$ cat src/rtl/snake_pkg.sv
// Shared snake-game constants: playfield geometry, coordinate widths and
// the food spawn FSM state encoding.
package snake_pkg;

  localparam int unsigned SCREEN_W = 240;
  localparam int unsigned SCREEN_H = 320;
  localparam int unsigned X_W      = 8;
  localparam int unsigned Y_W      = 9;

  typedef enum logic [1:0] {
    IDLE   = 2'd0,
    SAMPLE = 2'd1,
    QUERY  = 2'd2
  } spawn_state_t;

endpackage

$ cat src/rtl/food_cell_align.sv
// Snaps a pixel coordinate down to its cell origin and reports whether the
// cell lies inside the playfield.
module food_cell_align
  import snake_pkg::*;
#(
  parameter int unsigned CELL_LOG2 = 4
) (
  input  logic [X_W-1:0] raw_x,
  input  logic [Y_W-1:0] raw_y,
  output logic [X_W-1:0] cell_x,
  output logic [Y_W-1:0] cell_y,
  output logic           in_range
);

  // Clearing the low CELL_LOG2 bits is the grid snap; no division needed.
  localparam logic [X_W-1:0] X_MASK = {X_W{1'b1}} << CELL_LOG2;
  localparam logic [Y_W-1:0] Y_MASK = {Y_W{1'b1}} << CELL_LOG2;

  assign cell_x   = raw_x & X_MASK;
  assign cell_y   = raw_y & Y_MASK;
  assign in_range = (cell_x < X_W'(SCREEN_W)) && (cell_y < Y_W'(SCREEN_H));

endmodule

$ cat src/rtl/food_spawn_controller.sv
// Food placement sequencer: samples random cells, checks them against the
// snake body tracker, and owns the registered food position.
module food_spawn_controller
  import snake_pkg::*;
#(
  parameter int unsigned CELL_LOG2 = 4,
  parameter int unsigned MAX_TRIES = 16
) (
  input  logic           clock,
  input  logic           reset,
  input  logic           spawn_req,
  input  logic [X_W-1:0] rand_x,
  input  logic [Y_W-1:0] rand_y,
  output logic           occ_req,
  output logic [X_W-1:0] occ_x,
  output logic [Y_W-1:0] occ_y,
  input  logic           occ_ack,
  input  logic           occ_hit,
  output logic [X_W-1:0] food_x,
  output logic [Y_W-1:0] food_y,
  output logic           food_valid,
  output logic           spawn_done,
  output logic           spawn_fail,
  output logic           busy
);

  spawn_state_t   state;
  logic           pending;
  logic [7:0]     try_cnt;
  logic [X_W-1:0] cand_x;
  logic [Y_W-1:0] cand_y;
  logic           cand_ok;
  logic           last_try;

  food_cell_align #(
    .CELL_LOG2(CELL_LOG2)
  ) u_align (
    .raw_x   (rand_x),
    .raw_y   (rand_y),
    .cell_x  (cand_x),
    .cell_y  (cand_y),
    .in_range(cand_ok)
  );

  assign last_try = (try_cnt == 8'(MAX_TRIES - 1));

  always_ff @(posedge clock or posedge reset) begin
    if (reset) begin
      state      <= IDLE;
      pending    <= 1'b0;
      try_cnt    <= '0;
      occ_req    <= 1'b0;
      occ_x      <= '0;
      occ_y      <= '0;
      food_x     <= '0;
      food_y     <= '0;
      food_valid <= 1'b0;
      spawn_done <= 1'b0;
      spawn_fail <= 1'b0;
      busy       <= 1'b0;
    end else begin
      spawn_done <= 1'b0;
      spawn_fail <= 1'b0;
      case (state)
        IDLE: begin
          if (spawn_req || pending) begin
            food_valid <= 1'b0;
            pending    <= 1'b0;
            try_cnt    <= '0;
            busy       <= 1'b1;
            state      <= SAMPLE;
          end
        end
        SAMPLE: begin
          if (spawn_req) pending <= 1'b1;
          if (cand_ok) begin
            occ_x   <= cand_x;
            occ_y   <= cand_y;
            occ_req <= 1'b1;
            state   <= QUERY;
          end else if (last_try) begin
            // Off-field sample counts against the budget exactly like a hit.
            spawn_fail <= 1'b1;
            busy       <= 1'b0;
            state      <= IDLE;
          end else begin
            try_cnt <= try_cnt + 8'd1;
          end
        end
        QUERY: begin
          if (spawn_req) pending <= 1'b1;
          if (occ_ack) begin
            occ_req <= 1'b0;
            if (!occ_hit) begin
              food_x     <= occ_x;
              food_y     <= occ_y;
              food_valid <= 1'b1;
              spawn_done <= 1'b1;
              busy       <= 1'b0;
              state      <= IDLE;
            end else if (last_try) begin
              spawn_fail <= 1'b1;
              busy       <= 1'b0;
              state      <= IDLE;
            end else begin
              try_cnt <= try_cnt + 8'd1;
              state   <= SAMPLE;
            end
          end
        end
        default: begin
          occ_req <= 1'b0;
          busy    <= 1'b0;
          state   <= IDLE;
        end
      endcase
    end
  end

endmodule

$ cat config.mk
export PLATFORM = sky130hd
export DESIGN_NAME = food_spawn_controller
export DESIGN_NICKNAME = d
export VERILOG_FILES = /design/src/rtl/snake_pkg.sv /design/src/rtl/food_cell_align.sv /design/src/rtl/food_spawn_controller.sv
export SDC_FILE = /design/constraint.sdc
export NUM_CORES = 1
export LEC_CHECK = 0
export ABC_CLOCK_PERIOD_IN_PS = 4000
export BUFFER_PORTS_ARGS = -buffer_cell sky130_fd_sc_hd__buf_4
export CORE_MARGIN = 2
export CORE_UTILIZATION = 47
export CTS_CLUSTER_SIZE = 40
export DETAILED_ROUTE_END_ITERATION = 12
export PLACE_DENSITY = 0.83
export SETUP_SLACK_MARGIN = 0.3
export SLEW_MARGIN = 5
export SYNTH_ARGS = -nofsm -noshare
export SYNTH_HDL_FRONTEND = slang
export SYNTH_SLANG_ARGS = --single-unit
export TNS_END_PERCENT = 30
$ cat constraint.sdc
create_clock -name clock -period 4 [get_ports clock]
set_input_delay 0.4 -clock clock [delete_from_list [all_inputs] [get_ports clock]]
set_output_delay 0.4 -clock clock [all_outputs]
set_load 0.02 [all_outputs]
# ---- Word level (Yosys, flattened, before mapping)
# Cells that the tools add are included.
dict set report totals {
  regBits 34
  elab_cells 79
}
dict set report classes {
  n_addsub 1
  order_cmp 2
  eq_ne 11
  n_mux 36
  bitwise_logic 2
  reduce_logical 15
}
# cell n
set ops {}
lappend ops {{8-bit 2-to-1 mux} 5}
lappend ops {{8-bit case mux with 3 select lines} 1}
lappend ops {{1-bit 2-to-1 mux} 20}
lappend ops {{3-bit AND reduction} 5}
lappend ops {{2-bit inequality test (second input constant)} 6}
lappend ops {{9-bit < comparator (second input constant)} 1}
lappend ops {{8-bit by 1-bit adder with 8-bit output (second input constant)} 1}
lappend ops {{8-bit by 4-bit equality test with 1-bit output (second input constant)} 1}
lappend ops {{8-bit < comparator (second input constant)} 1}
lappend ops {{2-bit 2-to-1 mux} 4}
lappend ops {{1-bit case mux with 2 select lines} 3}
lappend ops {{1-bit case mux with 3 select lines} 2}
lappend ops {{2-bit case mux with 3 select lines} 1}
lappend ops {{5-bit AND reduction} 1}
lappend ops {{4-bit AND reduction} 1}
lappend ops {{2-bit nonzero test} 2}
lappend ops {{3-bit inequality test (second input constant)} 1}
lappend ops {{3-bit nonzero test} 1}
lappend ops {{2-bit by 1-bit equality test with 1-bit output (second input constant)} 1}
lappend ops {{2-bit equality test (second input constant)} 1}
lappend ops {{2-bit logical NOT} 1}
lappend ops {{2-bit by 1-bit inequality test with 1-bit output (second input constant)} 1}
lappend ops {{1-bit NOT} 2}
lappend ops {{2-bit AND reduction} 1}
lappend ops {{3 further kinds} 3}

# ---- Longest topological paths before layout
dict set report logic_depth {
  ltp_word 5
  ltp_mapped 7
  ltp_nobuf 6
}

# ---- Modules after synthesis
# Synthesis repeated with hierarchy kept, for this count alone.
dict set report hier_totals {
  hier_cells 189
  hier_area_um2 2367.3
}
# mod instances cells_per_inst area_per_inst_um2
set modules_own_cells {}
lappend modules_own_cells {food_spawn_controller 1 169 2212.1}
lappend modules_own_cells {food_cell_align 1 20 155.1}

# ---- Least setup slack after synthesis
# Ideal clock, no wire load.
dict set report synth_path {
  path_type {flip-flop to flip-flop}
  startpoint {register state[0]}
  endpoint {register try_cnt[7]}
  setup_ns 0.122
  t_arrival_ns 1.587
  required_time_ns 3.878
  setup_slack_ns 2.291
  path_stages_with_launch 7
  path_buffers 0
  period_less_slack_ns 1.709
  path_cell_list {dfrtp_1 inv_1 ha_1 or3b_4 o311ai_4 nor3_4 a32o_1}
}
dict set report synth_via {
  elab_chain_len 3
}
# element line
set synth_lines {}
lappend synth_lines {{start, declared} food_spawn_controller.sv:27} ;# spawn_state_t state;
lappend synth_lines {{start signal, assigned} food_spawn_controller.sv:49} ;# state <= IDLE;
lappend synth_lines {{start signal, assigned} food_spawn_controller.sv:71} ;# state <= SAMPLE;
lappend synth_lines {{start signal, assigned} food_spawn_controller.sv:80} ;# state <= QUERY;
lappend synth_lines {{2-bit by 1-bit equality test with 1-bit output (tied with other cells)} food_spawn_controller.sv:64} ;# case (state)
lappend synth_lines {{2-bit inequality test (no line) / 3-bit nonzero test (equally long branches)} -}
lappend synth_lines {{5-bit AND reduction (no line)} -}
lappend synth_lines {{end signal, assigned} food_spawn_controller.sv:87} ;# try_cnt <= try_cnt + 8'd1;
lappend synth_lines {{end signal, assigned} food_spawn_controller.sv:106} ;# try_cnt <= try_cnt + 8'd1;
lappend synth_lines {{end, declared} food_spawn_controller.sv:29} ;# logic [7:0] try_cnt;
# Several ways; a longest one is shown, not always the timed one.
# A chain may end at the register's enable or synchronous reset.

# ---- Worst setup path after layout
dict set report layout_path {
  startpoint {register state[0]}
  endpoint {register try_cnt[5]}
}
# The elaborated chain is that of the path after synthesis.

==> impl_metrics.yaml <==
outcome:
  status: "finished clean"
drt:
  wire_per_inst_um: 14.3
  viasPerCell: 5.39
  num_vias: 1444
  wl_um: 3840
  detail-route-antenna-nets: 0
  drc: 0
  dr.pass1.iters: 4
  drtIter0Drc: 87
finish:
  area_delta_synth_final_pct: 18.5
  n_fill_cell: 326
  final_nets: 246
  antenna_cells: 0
  seq_area_um2: 851
  multiInputGateArea_um2: 836
  finalInstanceArea_um2: 2160
  fin_util: 0.585
  drive_gt1_frac: 0.286
timing:
  final_max_slew_viol_count: 0
  finalSetupTns_ns: 0
  post-route-period-util: 0.518
  fmax_mhz: 483
  worst_pin_slew_ns: 0.612
  hold_viol: 0
  setup_violations: 0
  fin_worst_skew_ns: 0.00761
  slew_headroom: 0.592
  whs_ns: 0.205
  finalCriticalPeriod_ns: 2.07
  rsz0062_at_grt: "no"
clocking:
  cts_tree: "done"
  hold_buffers: 0
  cts_buffers: 5
  clkSinkCount: 34
  htree_levels: 2
  clk_latency_ns: 0.29
  clockBufferDepth: 2
  clk_pin_slew_worst_paths_ns: 0.07
  cts_resized: 0
  root_buffer: "clkbuf_8"
  cts_setup_buffers: 0
floorplan:
  dieArea_um2: 4390
  initial_core_util: 0.494
  ios: 61
  core_area_um2: 3690
  die_w_um: 66.2
  die_height_um: 66.2
  fp-row-count: 22
yosys:
  ys_types: 42
  yosysWarnings: 0
  synth.cell_area_um2: 1820
  ys_seq_elements: 34
  synth_edf_count: 0
  syn_inst: 180
  synthFlopType: "dfrtp_1"
  synth-seq-area-share: 0.467
  synth.avg_cell_area_um2: 10.1
  ys_async_sr_fraction: 1.00
setup_path:
  crit_chain: "inv_1 -> ha_1 -> inv_1 -> or4_1 -> o211ai_1"
  crit_type: "flip-flop to flip-flop"
  crit_top_cell: "inv_1"
  cp-start-kind: "flip-flop"
  cp.arrival_ns: 2.27
  worstPathRequired_ns: 4.20
  cp_max_fo: 16
  cp_slowest_stage_delay_ns: 0.60
  cp-end-kind: "flip-flop"
  critPathSlowestCell: "ha_1"
pwr:
  p_leak_uw: 0.00106
  vdd_drop_max_mv: 0.360
  power_density_nw_per_um2: 795
placement:
  portBuffers: 36
  gp_congestion: 0.832
  place_area_um2: 2060
  dpl.hpwl_um: 2730
global_routing:
  first_global_vias: 1348
  grt-ovfl-total: 0
  grt_max_degree: 35
  grt_antenna_before_repair: 0
  grt_pass1_wl_um: 6180
  grt_usage: 0.188
worst_hold_path:
  min_path_type: "input pin to async pin"
job:
  drv_cap: 0
[through the flow]
step / setup slack (ns) / total power, µW / cells
final: 1.93 / 1720 / 268
after global routing: 1.77 / 1830 / 268
after CTS: 1.95 / 1720 / 268
after detailed placement: 1.96 / 1440 / 260
after global placement: 2.04 / 1410 / 260
after floorplan: 2.29 / 1180 / 195
[kinds of logic (layout without fill, tap and decap cells)]
family | after synthesis | count (layout) | synth area share
flip-flops | 34 | 34 | 0.467
buffers and inverters | 30 | 55 | 0.104
adder cells (fa/ha/maj) | 5 | 5 | 0.0344
other | 1 | 16 | 0.00206
AO/OA/AOI/OAI | 32 | 32 | 0.132
multiplexers | 11 | 11 | 0.0667
AND/OR/NAND/NOR | 67 | 67 | 0.193
[where the power goes]
part | internal, µW | switching, µW
Combinational | 358 | 503
Clock | 138 | 124
Sequential | 483 | 110
[cells in the mapped netlist (all sizes together) (2+ instances only)]
master  count  area share
nor2        3      0.0062
nor3        3       0.014
o21ai       2      0.0055
inv        10       0.021
mux2        9       0.056
a31oi       3       0.010
dfrtp      34        0.47
buf        19       0.081
nand2      32       0.067
nand3b      2      0.0082
ha          5       0.034
and3        2      0.0069
o211ai      6       0.025
nand4       4       0.014
or3         2      0.0069
a21oi       7       0.019
mux2i       2       0.011
or2         2      0.0069
o31ai       5       0.021
nand3       9       0.025
nand2b      2      0.0069
[cell type report]
class                   instances  area share
repair buffers                 37       0.129
inverters                      10      0.0174
clock buffers                   6      0.0383
multi-input cells             131       0.387
clock inverters                 2     0.00580
well taps                      48      0.0278
flip-flops and latches         34       0.394
[critical path: cells and delay by family (launching register included)]
family / cells / cell delay (ns)
adder cells (fa/ha/maj): 1 / 0.60
AND/OR/NAND/NOR: 1 / 0.55
flip-flops: 1 / 0.38
buffers and inverters: 2 / 0.29
AO/OA/AOI/OAI: 1 / 0.16
[registers in the layout, summed over array words and instances (netlist names)]
| name | cells |
|---|---|
| food_x | 4 |
| state | 2 |
| occ_req | 1 |
| busy | 1 |
| try_cnt | 8 |
| occ_y | 5 |
| food_valid | 1 |
| pending | 1 |
| spawn_fail | 1 |
| occ_x | 4 |
| spawn_done | 1 |
| food_y | 5 |
[routing by layer]
layer	GRT usage	wire, µm
met1	0.225	1590
met4	0.102	106
met3	0.0494	229
met2	0.305	1920
met5	0	0
[cells in the final DEF (no fill, tap or decap), types with 3 or more instances in the layout]
cell type,count
nand3_1,9
nand2_1,31
buf_4,37
nor2_1,3
o211ai_1,6
a21oi_1,7
inv_1,10
conb_1,16
dfrtp_1,34
a31oi_1,3
ha_1,5
o31ai_1,5
mux2_2,9
nand4_1,4
clkbuf_8,6
[worst paths after layout]
path	slack [ns]	depth (start not counted)	endpoint	startpoint
setup / recovery	1.93	5	try_cnt[5]$_DFFE_PP0P_	state[0]$_DFFE_PP0P_
hold / removal	0.20	3	occ_y[8]$_DFFE_PP0P_	reset
setup reg to reg	1.93	5	try_cnt[5]$_DFFE_PP0P_	state[0]$_DFFE_PP0P_
hold reg to reg	0.48	2	food_x[5]$_DFFE_PP0P_	food_x[5]$_DFFE_PP0P_
max in group asynchronous	3.49	3	state[1]$_DFFE_PP0P_	reset
min in group clock	0.34	2	occ_y[5]$_DFFE_PP0P_	rand_y[5]
(Power assumes the default switching activity.)
